**src/rtl/mem_stage.sv**
```systemverilog
// -----------------------------------------------------------------------------
// mem_stage -- memory pipeline stage (M register, data-memory handshake, W register)
//
// The M register captures the execute-stage instruction. A load or store held
// in M issues a data-memory request. The request stays up, and the pipeline
// stalls, until the memory raises MemReady. Results are then registered into
// the writeback (W) register. A stalled edge inserts a bubble into W.
//
// Ports
//   clk, reset          rising-edge clock, asynchronous active-high reset
//   ValidE, FlushE      E-side instruction valid / kill
//   PCSrcE, RegWriteE,
//   MemtoRegE, MemWriteE  E-side control bits
//   RdE, ALUResultE,
//   WriteDataE          E-side destination, address/result, store data
//   StallM              upstream must hold the E-side inputs stable
//   MemReq, MemWe,
//   MemAddr, MemWData   data-memory request (the address is word-aligned)
//   MemReady, MemRData  memory handshake and read data
//   ValidW ... AlignErrW  registered writeback-stage outputs
// -----------------------------------------------------------------------------
module mem_stage (
   input  logic        clk,
   input  logic        reset,
   input  logic        ValidE,
   input  logic        FlushE,
   input  logic        PCSrcE,
   input  logic        RegWriteE,
   input  logic        MemtoRegE,
   input  logic        MemWriteE,
   input  logic [3:0]  RdE,
   input  logic [31:0] ALUResultE,
   input  logic [31:0] WriteDataE,
   output logic        StallM,
   output logic        MemReq,
   output logic        MemWe,
   output logic [31:0] MemAddr,
   output logic [31:0] MemWData,
   input  logic        MemReady,
   input  logic [31:0] MemRData,
   output logic        ValidW,
   output logic        PCSrcW,
   output logic        RegWriteW,
   output logic        MemtoRegW,
   output logic [3:0]  RdW,
   output logic [31:0] ALUOutW,
   output logic [31:0] ReadDataW,
   output logic        AlignErrW
);

   typedef enum logic {IDLE = 1'b0, WAIT = 1'b1} state_t;

   state_t      state_q, state_d;

   logic        valid_m_q;
   logic        pcsrc_m_q;
   logic        regwrite_m_q;
   logic        memtoreg_m_q;
   logic        memwrite_m_q;
   logic [3:0]  rd_m_q;
   logic [31:0] alu_m_q;
   logic [31:0] wdata_m_q;

   logic        mem_instr;

   assign mem_instr = valid_m_q & (memtoreg_m_q | memwrite_m_q);

   // ---------------------------------------------------------------- M register
   // The register is frozen while the stall is active. This freeze keeps the
   // request address and data stable for the whole access.
   always_ff @(posedge clk or posedge reset) begin
      if (reset) begin
         valid_m_q    <= 1'b0;
         pcsrc_m_q    <= 1'b0;
         regwrite_m_q <= 1'b0;
         memtoreg_m_q <= 1'b0;
         memwrite_m_q <= 1'b0;
         rd_m_q       <= '0;
         alu_m_q      <= '0;
         wdata_m_q    <= '0;
      end else if (!StallM) begin
         valid_m_q    <= ValidE & ~FlushE;
         pcsrc_m_q    <= PCSrcE;
         regwrite_m_q <= RegWriteE;
         memtoreg_m_q <= MemtoRegE;
         memwrite_m_q <= MemWriteE;
         rd_m_q       <= RdE;
         alu_m_q      <= ALUResultE;
         wdata_m_q    <= WriteDataE;
      end
   end

   // ------------------------------------------------------------- FSM register
   always_ff @(posedge clk or posedge reset) begin
      if (reset) begin
         state_q <= IDLE;
      end else begin
         state_q <= state_d;
      end
   end

   // ----------------------------------------- request outputs and next state
   // The request is the same in IDLE and WAIT. The state records only whether
   // an access is already outstanding. A MemReady pulse with no request is
   // ignored and does not change the state.
   always_comb begin
      MemReq   = 1'b0;
      MemWe    = 1'b0;
      MemAddr  = '0;
      MemWData = '0;
      StallM   = 1'b0;
      state_d  = state_q;
      if (mem_instr) begin
         MemReq   = 1'b1;
         MemWe    = memwrite_m_q;
         MemAddr  = {alu_m_q[31:2], 2'b00};
         MemWData = wdata_m_q;
         if (MemReady) begin
            state_d = IDLE;
         end else begin
            StallM  = 1'b1;
            state_d = WAIT;
         end
      end
   end

   // ---------------------------------------------------------------- W register
   always_ff @(posedge clk or posedge reset) begin
      if (reset) begin
         ValidW    <= 1'b0;
         PCSrcW    <= 1'b0;
         RegWriteW <= 1'b0;
         MemtoRegW <= 1'b0;
         AlignErrW <= 1'b0;
         RdW       <= '0;
         ALUOutW   <= '0;
         ReadDataW <= '0;
      end else if (StallM) begin
         // Bubble: clear the controls and keep the data fields.
         ValidW    <= 1'b0;
         PCSrcW    <= 1'b0;
         RegWriteW <= 1'b0;
         MemtoRegW <= 1'b0;
         AlignErrW <= 1'b0;
      end else begin
         ValidW    <= valid_m_q;
         PCSrcW    <= pcsrc_m_q & valid_m_q;
         RegWriteW <= regwrite_m_q & valid_m_q;
         MemtoRegW <= memtoreg_m_q & valid_m_q;
         AlignErrW <= mem_instr & (alu_m_q[1:0] != 2'b00);
         RdW       <= rd_m_q;
         ALUOutW   <= alu_m_q;
         // Not stalled with a load in M means the load completes this edge.
         if (mem_instr && memtoreg_m_q) begin
            ReadDataW <= MemRData;
         end
      end
   end

endmodule

```
**config.mk**
```make
export PLATFORM = sky130hd
export DESIGN_NAME = mem_stage
export DESIGN_NICKNAME = d
export VERILOG_FILES = /design/src/rtl/mem_stage.sv
export SDC_FILE = /design/constraint.sdc
export NUM_CORES = 1
export LEC_CHECK = 0
export CORE_ASPECT_RATIO = 0.8
export CORE_MARGIN = 2
export CORE_UTILIZATION = 40
export CTS_BUF_LIST = sky130_fd_sc_hd__clkbuf_16
export CTS_CLUSTER_SIZE = 24
export DETAILED_ROUTE_END_ITERATION = 7
export MAX_ROUTING_LAYER = met4
export PLACE_DENSITY = 0.76
export SYNTH_ARGS = -nofsm -noshare
export SYNTH_HDL_FRONTEND = slang
export SYNTH_SLANG_ARGS = --single-unit
```
**constraint.sdc**
```tcl
create_clock -name clk -period 8.1 [get_ports clk]
set_input_delay 2.025 -clock clk [delete_from_list [all_inputs] [get_ports clk]]
set_output_delay 2.025 -clock clk [all_outputs]
set_load 0.02 [all_outputs]
```
[Word-level counts from Yosys, hierarchy flattened]
Index checks and enable logic that the tools add are counted.
Storage, ports and cells
  flip-flop bits (word level): 146
  output and inout port bits: 140
  logic and storage cells: 39
Cells by class
  bitwise gates (word level): 9
  mux-type cells: 11
  reduce and logical (&&, ||, !) cells: 3
Operators with widths (number)
  $mux W32: 2
  $mux W1: 9
  $and A1 B1 Y1: 6
  $not A1 Y1: 2
  $reduce_and A2 Y1: 1
  $reduce_bool A2 Y1: 1
  $logic_and A1 B1 Y1: 1
  $or A1 B1 Y1: 1

[Logic depth before layout (Yosys ltp)]
Gate-level depths: netlist of the first run.
  depth after elaboration: 5
  mapped depth: 6
  gate-level depth less buffers: 3

[Worst setup path after synthesis of the first run]
No wires, ideal clock.
  kind: input to output
  from: input port MemReady
  to: output port StallM
  data required time: 6075 ps
  arrival time: 2601 ps
  slack: 3474 ps
  cell stages on the path: 4
  cell sequence: nor2b_4 > nor2b_4 > buf_6 > buf_4
Between the ends
  word-level cells in the longest chain between the ends: 2
RTL lines
  start, declared: line 39  | input logic MemReady,
  $mux W1: line 118  | if (MemReady) begin
  $mux W1: line 113  | if (mem_instr) begin
  end, declared: line 34  | output logic StallM,
No other way between the ends.

[Final worst setup path of the first run]
Same ends and word-level chain as after synthesis.

==> results of run 1 <==
==> routing by layer <==
layer,wire length [um],track usage,vias to the layer above
met5,0,-,-
met4,284,0.0653,0
met3,1190,0.0785,20
met2,6990,0.303,149
met1,5830,0.223,1911
li1,-,-,1815
==> sequential cells by signal (all words and copies together), names as in the netlist, 4 cells and up <==
register / count
RdW: 4
ALUOutW: 32
ReadDataW: 32
wdata_m_q: 32
alu_m_q: 32
rd_m_q: 4
==> Yosys cell counts <==
cell                       number  share of area
sky130_fd_sc_hd__nor2_2         1         0.0010
sky130_fd_sc_hd__clkbuf_1       6         0.0038
sky130_fd_sc_hd__nor2_1         2         0.0013
sky130_fd_sc_hd__nor2b_4        2         0.0046
sky130_fd_sc_hd__a22o_1         2         0.0029
sky130_fd_sc_hd__a21o_1         1         0.0013
sky130_fd_sc_hd__nand2_1        2         0.0013
sky130_fd_sc_hd__o21ai_0        1        0.00084
sky130_fd_sc_hd__nand3_1        1        0.00084
sky130_fd_sc_hd__buf_2          4         0.0033
sky130_fd_sc_hd__dfrtp_1      146           0.61
sky130_fd_sc_hd__inv_1          6         0.0038
sky130_fd_sc_hd__nor2b_1        1         0.0010
sky130_fd_sc_hd__o211a_1        1         0.0017
sky130_fd_sc_hd__buf_4         10          0.013
sky130_fd_sc_hd__conb_1         1        0.00063
sky130_fd_sc_hd__mux2_2       118           0.22
sky130_fd_sc_hd__buf_6          2         0.0038
sky130_fd_sc_hd__mux2_4        20          0.050
sky130_fd_sc_hd__buf_12         2         0.0067
sky130_fd_sc_hd__and2_1        63          0.066
==> critical path, cell delays in order <==
cell and delay, ns:
sky130_fd_sc_hd__clkdlybuf4s50_1 0.50, sky130_fd_sc_hd__nor2b_4 0.19, sky130_fd_sc_hd__nor2b_4 0.56, sky130_fd_sc_hd__clkdlybuf4s50_1 0.78
==> kinds of logic (layout without fill, tap and decap cells) <==
| group | Yosys count | in the layout |
|---|---|---|
| AO/OA/AOI/OAI | 5 | 5 |
| buffers and inverters | 30 | 287 |
| AND/OR/NAND/NOR | 72 | 72 |
| flip-flops | 146 | 146 |
| multiplexers | 138 | 138 |
| other | 1 | 4 |
==> final timing paths <==
path / from / to / slack, ns / depth (start not counted)
setup / recovery: MemReady / StallM / 2.01 / 4
hold / removal: pcsrc_m_q / PCSrcW / 0.48 / 2
setup reg to reg: valid_m_q / alu_m_q[27] / 5.28 / 4
hold reg to reg: pcsrc_m_q / PCSrcW / 0.48 / 2
max in group asynchronous: reset / pcsrc_m_q / 4.56 / 3
min in group asynchronous: reset / ReadDataW[15] / 2.08 / 2
==> through the flow <==
stage	total power [mW]	cells
after detailed placement	1.46	802
after CTS	2.28	834
final	2.25	836
after floorplan	1.17	393
after global routing	2.36	835
after global placement	1.44	802
==> report_power, final <==
part | internal, mW | switching (mW)
sequential | 0.831 | 0.0553
combinational | 0.307 | 0.245
clock | 0.513 | 0.301
total | 1.65 | 0.601
==> final cells by class <==
type / count / share of cell area
Tap cell: 184 / 0.0251
Clock buffer: 17 / 0.0465
Clock inverter: 15 / 0.0210
Timing Repair Buffer: 249 / 0.271
Multi-Input combinational cell: 217 / 0.234
Sequential cell: 146 / 0.399
Inverter: 6 / 0.00301
Antenna cell: 2 / 0.000547
==> flow_summary.html, run 1 <==
<table>
<tr><th>Metric</th><th>Value</th></tr>
<tr><th colspan="2">Global route</th></tr>
<tr><td>Global-route wire length before repair</td><td>22.9 mm</td></tr>
<tr><td>Aggregate global-route resource usage</td><td>0.191</td></tr>
<tr><td>Vias in the first global route</td><td>4,304</td></tr>
<tr><td>Congestion Overflow GR</td><td>0</td></tr>
<tr><td>Antenna violations before repair</td><td>1</td></tr>
<tr><td>Pin count of the biggest net entering global routing</td><td>89</td></tr>
<tr><th colspan="2">Final layout</th></tr>
<tr><td>Final-layout fill cell count</td><td>1,070</td></tr>
<tr><td>Layout cells sized above 1</td><td>0.271</td></tr>
<tr><td>Share of the core filled with cells in the final layout</td><td>0.634</td></tr>
<tr><td>Area occupied by multi-input gates</td><td>2140 sq um</td></tr>
<tr><td>Most common cell after layout, fill and taps aside</td><td>sky130_fd_sc_hd__clkdlybuf4s50_1</td></tr>
<tr><td>Nets@finish</td><td>746</td></tr>
<tr><td>Area added between synthesis and finish</td><td>53.1%</td></tr>
<tr><td>Area occupied by registers</td><td>3650 sq um</td></tr>
<tr><td>Layout Cell Area excl Fill</td><td>9160 sq um</td></tr>
<tr><td>Commonest non-fill, non-tap cells in the layout</td><td>sky130_fd_sc_hd__clkdlybuf4s50_1, sky130_fd_sc_hd__dfrtp_1, sky130_fd_sc_hd__mux2_2, sky130_fd_sc_hd__and2_1, sky130_fd_sc_hd__mux2_4</td></tr>
<tr><th colspan="2">Placed design</th></tr>
<tr><td>Routability cong.</td><td>0.767</td></tr>
<tr><td>Total placed instance area</td><td>8530 sq um</td></tr>
<tr><td>Placed wire-length estimate after detailed placement</td><td>~10 mm</td></tr>
<tr><td>Number of I/O port buffers</td><td>246</td></tr>
<tr><td>Worst-case setup slack after placement</td><td>around 2.0 ns</td></tr>
<tr><th colspan="2">Power and ir drop</th></tr>
<tr><td>Total leakage power</td><td>3.84 nW</td></tr>
<tr><td>Power Density</td><td>246 nW/um^2</td></tr>
<tr><td>Worst vdd ir</td><td>0.144 mV</td></tr>
<tr><th colspan="2">Clocking</th></tr>
<tr><td>Clock tree from TritonCTS</td><td>done</td></tr>
<tr><td>H-Tree Level Count</td><td>4</td></tr>
<tr><td>Clock slew at reported path FFs</td><td>about 0.06 ns</td></tr>
<tr><td>PostCTS Resize Cnt</td><td>0</td></tr>
<tr><td>Total CTS buffers</td><td>17</td></tr>
<tr><td>Number of sinks handled by clock tree synthesis</td><td>146</td></tr>
<tr><td>Post-CTS setup-driven buffer insertion count</td><td>0</td></tr>
<tr><td>Clock network latency to the later pin of the worst-skew pair</td><td>0.41 ns</td></tr>
<tr><td>Buffers from clock root to sink, at most</td><td>2</td></tr>
<tr><td>Count of hold-fix buffers inserted at cts</td><td>0</td></tr>
<tr><td>Root Buffer</td><td>sky130_fd_sc_hd__clkbuf_16</td></tr>
<tr><th colspan="2">STA</th></tr>
<tr><td>Number of hold violations in the final report</td><td>0</td></tr>
<tr><td>Max Freq</td><td>164 MHz</td></tr>
<tr><td>Slew at the pin closest to its max-slew limit</td><td>1.23 ns</td></tr>
<tr><td>Slack of the critical path</td><td>around 2 ns</td></tr>
<tr><td>Worst hold-check slack</td><td>0.483 ns</td></tr>
<tr><td>Unrepaired setup endpoints after global routing</td><td>false</td></tr>
<tr><td>Pins Over Slew Limit</td><td>0</td></tr>
<tr><td>Clock Skews</td><td>0.00753 ns</td></tr>
<tr><td>Setup violation total in the final timing report</td><td>0</td></tr>
<tr><td>Fin crit period</td><td>~6.1 ns</td></tr>
<tr><td>Slew margin rel.</td><td>0.182</td></tr>
<tr><td>Share of the cycle needed by the critical path after routing</td><td>0.752</td></tr>
<tr><td>Final TNS setup</td><td>0 ns</td></tr>
<tr><th colspan="2">Drt</th></tr>
<tr><td>Vias after detailed routing</td><td>3,895</td></tr>
<tr><td>Wire length per cell after detailed routing</td><td>17.1 um</td></tr>
<tr><td>Number of detailed-route iterations in the first pass</td><td>4</td></tr>
<tr><td>Number of nets still failing antenna checks after routing</td><td>0</td></tr>
<tr><td>Initial detailed-routing violation count</td><td>166</td></tr>
<tr><td>Residual DRC count</td><td>0</td></tr>
<tr><td>Vias/cell</td><td>4.66</td></tr>
<tr><td>Sum of routed wire length over all layers</td><td>around 14 mm</td></tr>
<tr><th colspan="2">Logic synthesis</th></tr>
<tr><td>Post-synthesis xor/xnor area fraction</td><td>0</td></tr>
<tr><td>Post-Syn Instances</td><td>392</td></tr>
<tr><td>Seq/Total Area, Yosys</td><td>0.611</td></tr>
<tr><td>Compound-Gate Fraction of Synth Area</td><td>0.00669</td></tr>
<tr><td>Average cell area after synthesis</td><td>15.3 sq um</td></tr>
<tr><td>Arithmetic-cell share of the synthesized area counting full adders, half adders and majority gates</td><td>0</td></tr>
<tr><td>Multiplexer share of the synthesized area</td><td>0.272</td></tr>
<tr><td>Synthesized flop and latch total</td><td>146</td></tr>
<tr><td>Yosys warning total</td><td>0</td></tr>
<tr><td>Combinational family with the most area after synthesis</td><td>multiplexers</td></tr>
<tr><td>Synthesized cell area</td><td>5980 sq um</td></tr>
<tr><td>Post-Synth Simple-Gate Area</td><td>0.0759</td></tr>
<tr><td>Unique cell type count in the Yosys netlist</td><td>21</td></tr>
<tr><th colspan="2">Setup path</th></tr>
<tr><td>Data required, critical path</td><td>6.08 ns</td></tr>
<tr><td>Crit path capture type</td><td>output pin</td></tr>
<tr><td>Largest driver fanout on the critical path</td><td>21</td></tr>
<tr><td>Worst EP arrival</td><td>4.06 ns</td></tr>
<tr><td>Classification of the worst setup path</td><td>in2out</td></tr>
<tr><td>Element type at the critical path start</td><td>primary input</td></tr>
<tr><th colspan="2">Job</th></tr>
<tr><td>Max Cap Viol</td><td>0</td></tr>
<tr><th colspan="2">Floorplan</th></tr>
<tr><td>Num ports</td><td>approximately 250</td></tr>
<tr><td>Core area</td><td>14,400 sq um</td></tr>
<tr><td>Die boundary width</td><td>141 um</td></tr>
<tr><td>Die Ht</td><td>between 100 and 150 um</td></tr>
<tr><td>Number of cell rows</td><td>39</td></tr>
<tr><td>Initial Utilization</td><td>0.414</td></tr>
<tr><td>Die area</td><td>16,000 sq um</td></tr>
<tr><th colspan="2">Min path</th></tr>
<tr><td>Worst hold-check path type</td><td>reg2reg</td></tr>
<tr><th colspan="2">Status</th></tr>
<tr><td>Status</td><td>completed</td></tr>
</table>
Note: power is estimated with default switching activity, not from simulation.
==> run 2, diff against run 1 <==
--- a/config.mk
+++ b/config.mk
@@ -7,12 +7,12 @@
 export LEC_CHECK = 0
 export CORE_ASPECT_RATIO = 0.8
 export CORE_MARGIN = 2
-export CORE_UTILIZATION = 40
+export CORE_UTILIZATION = 39
 export CTS_BUF_LIST = sky130_fd_sc_hd__clkbuf_16
 export CTS_CLUSTER_SIZE = 24
 export DETAILED_ROUTE_END_ITERATION = 7
 export MAX_ROUTING_LAYER = met4
-export PLACE_DENSITY = 0.76
+export PLACE_DENSITY = 0.77
 export SYNTH_ARGS = -nofsm -noshare
 export SYNTH_HDL_FRONTEND = slang
 export SYNTH_SLANG_ARGS = --single-unit
==> constraint.sdc (replaced) <==
create_clock -name clk -period 5.47 [get_ports clk]
set_input_delay 1.3675 -clock clk [delete_from_list [all_inputs] [get_ports clk]]
set_output_delay 1.3675 -clock clk [all_outputs]
set_load 0.02 [all_outputs]
==> run 2 against run 1 <==
  * Clock skew shrank 0.00098 ns
  * Clock-buffer cell count stayed put
  * Die area increased by 2.5%
  * Via count increased by 0.77%
  * Core utilization fell by 3.0 points
  * Routed wire length up 0.45%
  * Critical path type unchanged
  * Register-to-register slack lost 2.5 ns
  * Sequential power grew 48%
  * Hold slack better by 0.0075 ns
  * Final cell count increased by 0.36%
  * Critical endpoint unchanged
  * Global-route usage is 0.44 points lower
==> flow_summary.html, run 2 (same netlist as run 1, synthesis figures left out) <==
<table>
<tr><th>Metric</th><th>Value</th></tr>
<tr><th colspan="2">Power and ir drop</th></tr>
<tr><td>Overall Power</td><td>~3.2 mW</td></tr>
<tr><td>Power Density</td><td>348 nW/um^2</td></tr>
<tr><td>Flop pwr share</td><td>0.417</td></tr>
<tr><td>Internal power contribution</td><td>2.29 mW</td></tr>
<tr><td>Worst vdd ir</td><td>0.201 mV</td></tr>
<tr><td>Switching power total</td><td>around 0.86 mW</td></tr>
<tr><td>Total leakage power</td><td>3.82 nW</td></tr>
<tr><td>Clock network fraction of design power</td><td>0.324</td></tr>
<tr><td>Portion of total power attributed to combinational logic</td><td>0.259</td></tr>
<tr><td>Sw frac</td><td>0.274</td></tr>
<tr><th colspan="2">STA</th></tr>
<tr><td>Final TNS setup</td><td>0 ns</td></tr>
<tr><td>Number of hold violations in the final report</td><td>0</td></tr>
<tr><td>Unrepaired setup endpoints after global routing</td><td>false</td></tr>
<tr><td>Slack of the critical path</td><td>roughly 1.2 ns</td></tr>
<tr><td>Clock Skews</td><td>0.00654 ns</td></tr>
<tr><td>Setup violation total in the final timing report</td><td>0</td></tr>
<tr><td>Slew margin rel.</td><td>0.192</td></tr>
<tr><td>Slew at the pin closest to its max-slew limit</td><td>approximately 1.2 ns</td></tr>
<tr><td>Pins Over Slew Limit</td><td>0</td></tr>
<tr><td>Fin crit period</td><td>4.29 ns</td></tr>
<tr><td>Share of the cycle needed by the critical path after routing</td><td>0.783</td></tr>
<tr><td>Worst hold-check slack</td><td>0.491 ns</td></tr>
<tr><td>Max Freq</td><td>233 MHz</td></tr>
<tr><th colspan="2">Drt</th></tr>
<tr><td>Vias after detailed routing</td><td>3,925</td></tr>
<tr><td>Residual DRC count</td><td>0</td></tr>
<tr><td>Wire length per cell after detailed routing</td><td>17.1 um</td></tr>
<tr><td>Vias/cell</td><td>4.68</td></tr>
<tr><td>Initial detailed-routing violation count</td><td>103</td></tr>
<tr><td>Number of nets still failing antenna checks after routing</td><td>0</td></tr>
<tr><td>Sum of routed wire length over all layers</td><td>about 14 mm</td></tr>
<tr><td>Number of detailed-route iterations in the first pass</td><td>4</td></tr>
<tr><th colspan="2">Global route</th></tr>
<tr><td>Pin count of the biggest net entering global routing</td><td>85</td></tr>
<tr><td>Vias in the first global route</td><td>4,198</td></tr>
<tr><td>Congestion Overflow GR</td><td>0</td></tr>
<tr><td>Global-route wire length before repair</td><td>22.5 mm</td></tr>
<tr><td>Antenna violations before repair</td><td>0</td></tr>
<tr><td>Aggregate global-route resource usage</td><td>0.187</td></tr>
<tr><th colspan="2">Final layout</th></tr>
<tr><td>Nets@finish</td><td>748</td></tr>
<tr><td>Area added between synthesis and finish</td><td>51.5%</td></tr>
<tr><td>Count of antenna diodes in the layout</td><td>0</td></tr>
<tr><td>Area occupied by registers</td><td>roughly 3700 sq um</td></tr>
<tr><td>Layout cells sized above 1</td><td>0.263</td></tr>
<tr><td>Final-layout fill cell count</td><td>about 1,200</td></tr>
<tr><td>Area occupied by multi-input gates</td><td>~2100 sq um</td></tr>
<tr><td>Fin cells</td><td>839</td></tr>
<tr><td>Commonest non-fill, non-tap cells in the layout</td><td>sky130_fd_sc_hd__clkdlybuf4s50_1, sky130_fd_sc_hd__dfrtp_1, sky130_fd_sc_hd__mux2_2, sky130_fd_sc_hd__and2_1, sky130_fd_sc_hd__mux2_4</td></tr>
<tr><td>Most common cell after layout, fill and taps aside</td><td>sky130_fd_sc_hd__clkdlybuf4s50_1</td></tr>
<tr><th colspan="2">Clocking</th></tr>
<tr><td>Count of hold-fix buffers inserted at cts</td><td>0</td></tr>
<tr><td>Clock network latency to the later pin of the worst-skew pair</td><td>0.42 ns</td></tr>
<tr><td>Clock tree from TritonCTS</td><td>done</td></tr>
<tr><td>H-Tree Level Count</td><td>4</td></tr>
<tr><td>Total CTS buffers</td><td>17</td></tr>
<tr><td>Buffers from clock root to sink, at most</td><td>2</td></tr>
<tr><td>Number of sinks handled by clock tree synthesis</td><td>146</td></tr>
<tr><td>Post-CTS setup-driven buffer insertion count</td><td>0</td></tr>
<tr><td>Root Buffer</td><td>sky130_fd_sc_hd__clkbuf_16</td></tr>
<tr><td>PostCTS Resize Cnt</td><td>0</td></tr>
<tr><td>Clock slew at reported path FFs</td><td>0.05 ns</td></tr>
<tr><th colspan="2">Setup path</th></tr>
<tr><td>Element type at the critical path start</td><td>primary input</td></tr>
<tr><td>Crit path capture type</td><td>output pin</td></tr>
<tr><td>Master of the slowest instance on the critical path</td><td>sky130_fd_sc_hd__clkdlybuf4s50_1</td></tr>
<tr><td>Data required, critical path</td><td>between 4 and 5 ns</td></tr>
<tr><td>Worst EP arrival</td><td>between 2 and 3 ns</td></tr>
<tr><td>Classification of the worst setup path</td><td>in2out</td></tr>
<tr><td>Delay of the slowest critical-path stage</td><td>0.66 ns</td></tr>
<tr><td>Cell breakdown of the critical path</td><td>clkdlybuf4s50_1 &gt; nor2b_4 &gt; nor2b_4 &gt; clkdlybuf4s50_1</td></tr>
<tr><td>Worst setup slack for register-to-register paths</td><td>approximately 2.8 ns</td></tr>
<tr><td>Largest driver fanout on the critical path</td><td>5</td></tr>
<tr><th colspan="2">Placed design</th></tr>
<tr><td>Placed Instances</td><td>around 800</td></tr>
<tr><td>Worst-case setup slack after placement</td><td>around 1.2 ns</td></tr>
<tr><td>Number of I/O port buffers</td><td>246</td></tr>
<tr><td>Routability cong.</td><td>approximately 0.77</td></tr>
<tr><td>Placed wire-length estimate after detailed placement</td><td>10.2 mm</td></tr>
<tr><th colspan="2">Floorplan</th></tr>
<tr><td>Core area</td><td>approximately 15,000 sq um</td></tr>
<tr><td>Die boundary width</td><td>142 um</td></tr>
<tr><td>Initial Utilization</td><td>0.398</td></tr>
<tr><td>Die area</td><td>16,400 sq um</td></tr>
<tr><td>Die Ht</td><td>115 um</td></tr>
<tr><td>Number of cell rows</td><td>40</td></tr>
<tr><td>Num ports</td><td>about 250</td></tr>
<tr><th colspan="2">Job</th></tr>
<tr><td>Max Cap Viol</td><td>0</td></tr>
<tr><th colspan="2">Min path</th></tr>
<tr><td>Worst hold-check path type</td><td>reg2reg</td></tr>
<tr><th colspan="2">Status</th></tr>
<tr><td>Status</td><td>completed</td></tr>
</table>
==> run 2: final timing paths <==
| kind | endpoint | startpoint | depth (start not counted) |
|---|---|---|---|
| min in group asynchronous | ReadDataW[14] | reset | 2 |
| worst max-delay path | StallM | MemReady | 4 |
| worst max register to register | ALUOutW[11] | valid_m_q | 5 |
| worst min register to register | RegWriteW | regwrite_m_q | 2 |
| worst min-delay path | RegWriteW | regwrite_m_q | 2 |
| max in group asynchronous | wdata_m_q[26] | reset | 3 |
==> run 2: layout make-up <==
class | instances | share of cell area
clock buffer | 17 | 0.0469
clock inverter | 13 | 0.00925
sequential | 146 | 0.403
inverter | 6 | 0.00304
timing repair buffer | 251 | 0.276
tap | 189 | 0.0261
multi-input combinational | 217 | 0.236
==> run 2: per-layer routing <==
| layer | up-vias | share of wire | GRT usage |
|---|---|---|---|
| li1 | 1821 | - | - |
| met1 | 1930 | 0.41 | 0.221 |
| met2 | 146 | 0.49 | 0.291 |
| met3 | 28 | 0.076 | 0.0675 |
| met4 | 0 | 0.023 | 0.0792 |
| met5 | - | 0 | - |
==> run 2: power groups by stage <==
stage	sequential, mW	combinational [mW]	clock (mW)
floorplan	1.45	0.291	0
global route	1.33	0.865	1.10
global placement	1.32	0.810	0
finish	1.31	0.816	1.02
detailed placement	1.33	0.825	0
CTS	1.32	0.829	1.05
==> run 2: critical path: cells and delay by family <==
| kind | cells | cell delay (ns) |
|---|---|---|
| AND/OR/NAND/NOR | 2 | 0.38 |
| buffers and inverters | 2 | 1.17 |
==> run 2: through the flow <==
| step | cell area, sq um | util |
|---|---|---|
| global placement | 8560 | 0.570 |
| CTS | 9060 | 0.604 |
| finish | 9060 | 0.604 |
| detailed placement | 8560 | 0.570 |
| global route | 9060 | 0.604 |
| floorplan | 5990 | - |
==> run 3, diff against run 2 <==
--- a/config.mk
+++ b/config.mk
@@ -7,12 +7,12 @@
 export LEC_CHECK = 0
 export CORE_ASPECT_RATIO = 0.8
 export CORE_MARGIN = 2
-export CORE_UTILIZATION = 39
+export CORE_UTILIZATION = 40
 export CTS_BUF_LIST = sky130_fd_sc_hd__clkbuf_16
 export CTS_CLUSTER_SIZE = 24
 export DETAILED_ROUTE_END_ITERATION = 7
 export MAX_ROUTING_LAYER = met4
-export PLACE_DENSITY = 0.77
+export PLACE_DENSITY = 0.76
 export SYNTH_ARGS = -nofsm -noshare
 export SYNTH_HDL_FRONTEND = slang
 export SYNTH_SLANG_ARGS = --single-unit
==> constraint.sdc (replaced) <==
create_clock -name clk -period 4.2 [get_ports clk]
set_input_delay 1.05 -clock clk [delete_from_list [all_inputs] [get_ports clk]]
set_output_delay 1.05 -clock clk [all_outputs]
set_load 0.02 [all_outputs]
==> run 3 against run 2 <==
  * Clock power is 25% higher
  * Global-route usage shrank 0.27 points
  * Cell area barely moved
  * Routed wire length is 2.5% lower
  * Sequential share of layout area is essentially flat
==> flow_summary.html, run 3 (same netlist as run 1, synthesis figures left out) <==
<table>
<tr><th>Metric</th><th>Value</th></tr>
<tr><th colspan="2">Status</th></tr>
<tr><td>Status</td><td>completed</td></tr>
<tr><th colspan="2">STA</th></tr>
<tr><td>Clock Skews</td><td>approximately 0.0084 ns</td></tr>
<tr><td>Unrepaired setup endpoints after global routing</td><td>false</td></tr>
<tr><td>Fin crit period</td><td>3.64 ns</td></tr>
<tr><td>Final TNS setup</td><td>0 ns</td></tr>
<tr><td>Slew margin rel.</td><td>0.494</td></tr>
<tr><td>Slack of the critical path</td><td>0.558 ns</td></tr>
<tr><td>Setup violation total in the final timing report</td><td>0</td></tr>
<tr><td>Pins Over Slew Limit</td><td>0</td></tr>
<tr><td>Slew at the pin closest to its max-slew limit</td><td>0.759 ns</td></tr>
<tr><td>Number of hold violations in the final report</td><td>0</td></tr>
<tr><td>Max Freq</td><td>275 MHz</td></tr>
<tr><td>Share of the cycle needed by the critical path after routing</td><td>0.867</td></tr>
<tr><th colspan="2">Clocking</th></tr>
<tr><td>H-Tree Level Count</td><td>4</td></tr>
<tr><td>Total CTS buffers</td><td>17</td></tr>
<tr><td>Clock slew at reported path FFs</td><td>0.05 ns</td></tr>
<tr><td>Clock tree from TritonCTS</td><td>done</td></tr>
<tr><td>Post-CTS setup-driven buffer insertion count</td><td>0</td></tr>
<tr><td>Clock network latency to the later pin of the worst-skew pair</td><td>0.41 ns</td></tr>
<tr><td>Buffers from clock root to sink, at most</td><td>2</td></tr>
<tr><td>Number of sinks handled by clock tree synthesis</td><td>146</td></tr>
<tr><td>PostCTS Resize Cnt</td><td>0</td></tr>
<tr><td>Root Buffer</td><td>sky130_fd_sc_hd__clkbuf_16</td></tr>
<tr><td>Count of hold-fix buffers inserted at cts</td><td>0</td></tr>
<tr><th colspan="2">Drt</th></tr>
<tr><td>Initial detailed-routing violation count</td><td>121</td></tr>
<tr><td>Sum of routed wire length over all layers</td><td>between 10 and 15 mm</td></tr>
<tr><td>Number of detailed-route iterations in the first pass</td><td>4</td></tr>
<tr><td>Length of routed met3 wiring</td><td>1.09 mm</td></tr>
<tr><td>Vias/cell</td><td>4.72</td></tr>
<tr><td>Residual DRC count</td><td>0</td></tr>
<tr><td>Vias after detailed routing</td><td>3,944</td></tr>
<tr><td>Detailed-routing wirelength on met1</td><td>5.91 mm</td></tr>
<tr><td>Number of nets still failing antenna checks after routing</td><td>0</td></tr>
<tr><td>Routed length on met2</td><td>6.86 mm</td></tr>
<tr><td>Wire length per cell after detailed routing</td><td>16.7 um</td></tr>
<tr><td>Max Used Layer</td><td>met4</td></tr>
<tr><th colspan="2">Global route</th></tr>
<tr><td>Pin count of the biggest net entering global routing</td><td>147</td></tr>
<tr><td>Vias in the first global route</td><td>~4,300</td></tr>
<tr><td>Global-route wire length before repair</td><td>22.2 mm</td></tr>
<tr><td>Aggregate global-route resource usage</td><td>0.184</td></tr>
<tr><td>Congestion Overflow GR</td><td>0</td></tr>
<tr><td>Antenna violations before repair</td><td>0</td></tr>
<tr><th colspan="2">Job</th></tr>
<tr><td>Max Cap Viol</td><td>0</td></tr>
<tr><th colspan="2">Final layout</th></tr>
<tr><td>Count of antenna diodes in the layout</td><td>0</td></tr>
<tr><td>Final-layout fill cell count</td><td>1,091</td></tr>
<tr><td>Area added between synthesis and finish</td><td>51.6%</td></tr>
<tr><td>Layout cells sized above 1</td><td>0.268</td></tr>
<tr><td>Most common cell after layout, fill and taps aside</td><td>sky130_fd_sc_hd__clkdlybuf4s50_1</td></tr>
<tr><td>Commonest non-fill, non-tap cells in the layout</td><td>sky130_fd_sc_hd__clkdlybuf4s50_1, sky130_fd_sc_hd__dfrtp_1, sky130_fd_sc_hd__mux2_2, sky130_fd_sc_hd__and2_1, sky130_fd_sc_hd__mux2_4</td></tr>
<tr><td>Nets@finish</td><td>749</td></tr>
<tr><th colspan="2">Floorplan</th></tr>
<tr><td>Initial Utilization</td><td>0.414</td></tr>
<tr><td>Core area</td><td>14,400 sq um</td></tr>
<tr><td>Num ports</td><td>249</td></tr>
<tr><td>Die boundary width</td><td>~140 um</td></tr>
<tr><td>Die Ht</td><td>roughly 110 um</td></tr>
<tr><td>Number of cell rows</td><td>39</td></tr>
<tr><td>Die area</td><td>roughly 16,000 sq um</td></tr>
<tr><th colspan="2">Placed design</th></tr>
<tr><td>Worst-case setup slack after placement</td><td>0.384 ns</td></tr>
<tr><td>Placed wire-length estimate after detailed placement</td><td>between 9 and 10 mm</td></tr>
<tr><td>Number of I/O port buffers</td><td>246</td></tr>
<tr><td>Routability cong.</td><td>0.779</td></tr>
<tr><th colspan="2">Setup path</th></tr>
<tr><td>Crit path capture type</td><td>output pin</td></tr>
<tr><td>Crit path to</td><td>MemAddr[23]</td></tr>
<tr><td>Critical path origin</td><td>memwrite_m_q</td></tr>
<tr><td>Classification of the worst setup path</td><td>reg2out</td></tr>
<tr><td>Worst EP arrival</td><td>2.59 ns</td></tr>
<tr><td>R2r endpoint</td><td>wdata_m_q[19]</td></tr>
<tr><td>Worst setup slack for register-to-register paths</td><td>1.51 ns</td></tr>
<tr><td>Element type at the critical path start</td><td>flip-flop</td></tr>
<tr><td>Reg-to-reg startpoint</td><td>valid_m_q</td></tr>
<tr><td>Largest driver fanout on the critical path</td><td>35</td></tr>
<tr><td>Data required, critical path</td><td>roughly 3.2 ns</td></tr>
<tr><td>Count of cells along the worst register-to-register path</td><td>5</td></tr>
<tr><th colspan="2">Power and ir drop</th></tr>
<tr><td>Total leakage power</td><td>3.82 nW</td></tr>
<tr><td>Power Density</td><td>around 450 nW/um^2</td></tr>
<tr><td>Worst vdd ir</td><td>roughly 0.26 mV</td></tr>
<tr><th colspan="2">Min path</th></tr>
<tr><td>Worst hold-check path type</td><td>reg2reg</td></tr>
<tr><td>Hold path cells</td><td>2</td></tr>
</table>
[run 3: cell types whose count changed in the layout (fill, tap and decap cells not counted), sizes merged]
cell      change
bufinv        -1
inv           -2
clkinvlp      +1
clkinv        +3
buf           +1
[run 3: how the worst min path moves through the flow]
stage                              from            end  slack [ns]
after detailed placement   wdata_m_q[4]   wdata_m_q[4]        0.48
after floorplan               pcsrc_m_q         PCSrcW        0.47
after global placement        pcsrc_m_q         PCSrcW        0.48
after global routing      wdata_m_q[12]  wdata_m_q[12]        0.51
final                         pcsrc_m_q         PCSrcW        0.49
after CTS                  wdata_m_q[4]   wdata_m_q[4]        0.50
[run 3: where the power goes]
part / leakage, nW / switching [mW] / internal (mW)
Sequential: 1.72 / 0.106 / 1.60
Combinational: 1.84 / 0.469 / 0.595
Clock: 0.261 / 0.543 / 0.736
[run 3: layout make-up]
cell class / instances / area [sq um] / area share
clock buffers: 17 / 425 / 0.0469
repair buffers: 252 / 2520 / 0.278
flip-flops and latches: 146 / 3650 / 0.403
inverters: 6 / 26.3 / 0.00290
multi-input cells: 217 / 2140 / 0.236
well taps: 184 / 230 / 0.0254
clock inverters: 14 / 77.6 / 0.00855
[run 3: through the flow]
step | instances | hold WS [ns] | total power [mW] | utilization | instance area, sq um
6_report | 836 | 0.493 | 4.05 | 0.628 | 9070
5_1_grt | 836 | 0.512 | 4.25 | 0.628 | 9070
4_1_cts | 836 | 0.497 | 4.11 | 0.628 | 9070
3_5_place_dp | 805 | 0.485 | 2.81 | 0.593 | 8570
3_3_place_gp | 805 | 0.478 | 2.78 | 0.593 | 8570
2_1_floorplan | 393 | 0.467 | 2.26 | - | 5990
[run 3: per-layer routing]
layer	up-vias	global-route usage
li1	1822	-
met2	157	0.297
met4	0	0.0533
met3	15	0.0638
met5	-	-
met1	1950	0.222
[run 3: critical path: stages (launching register included)]
cell                              delay (ns)
sky130_fd_sc_hd__dfrtp_1                0.41
sky130_fd_sc_hd__nor2_2                 0.10
sky130_fd_sc_hd__nor2b_4                0.59
sky130_fd_sc_hd__buf_4                  0.32
sky130_fd_sc_hd__and2_1                 0.15
sky130_fd_sc_hd__clkdlybuf4s50_1        0.61
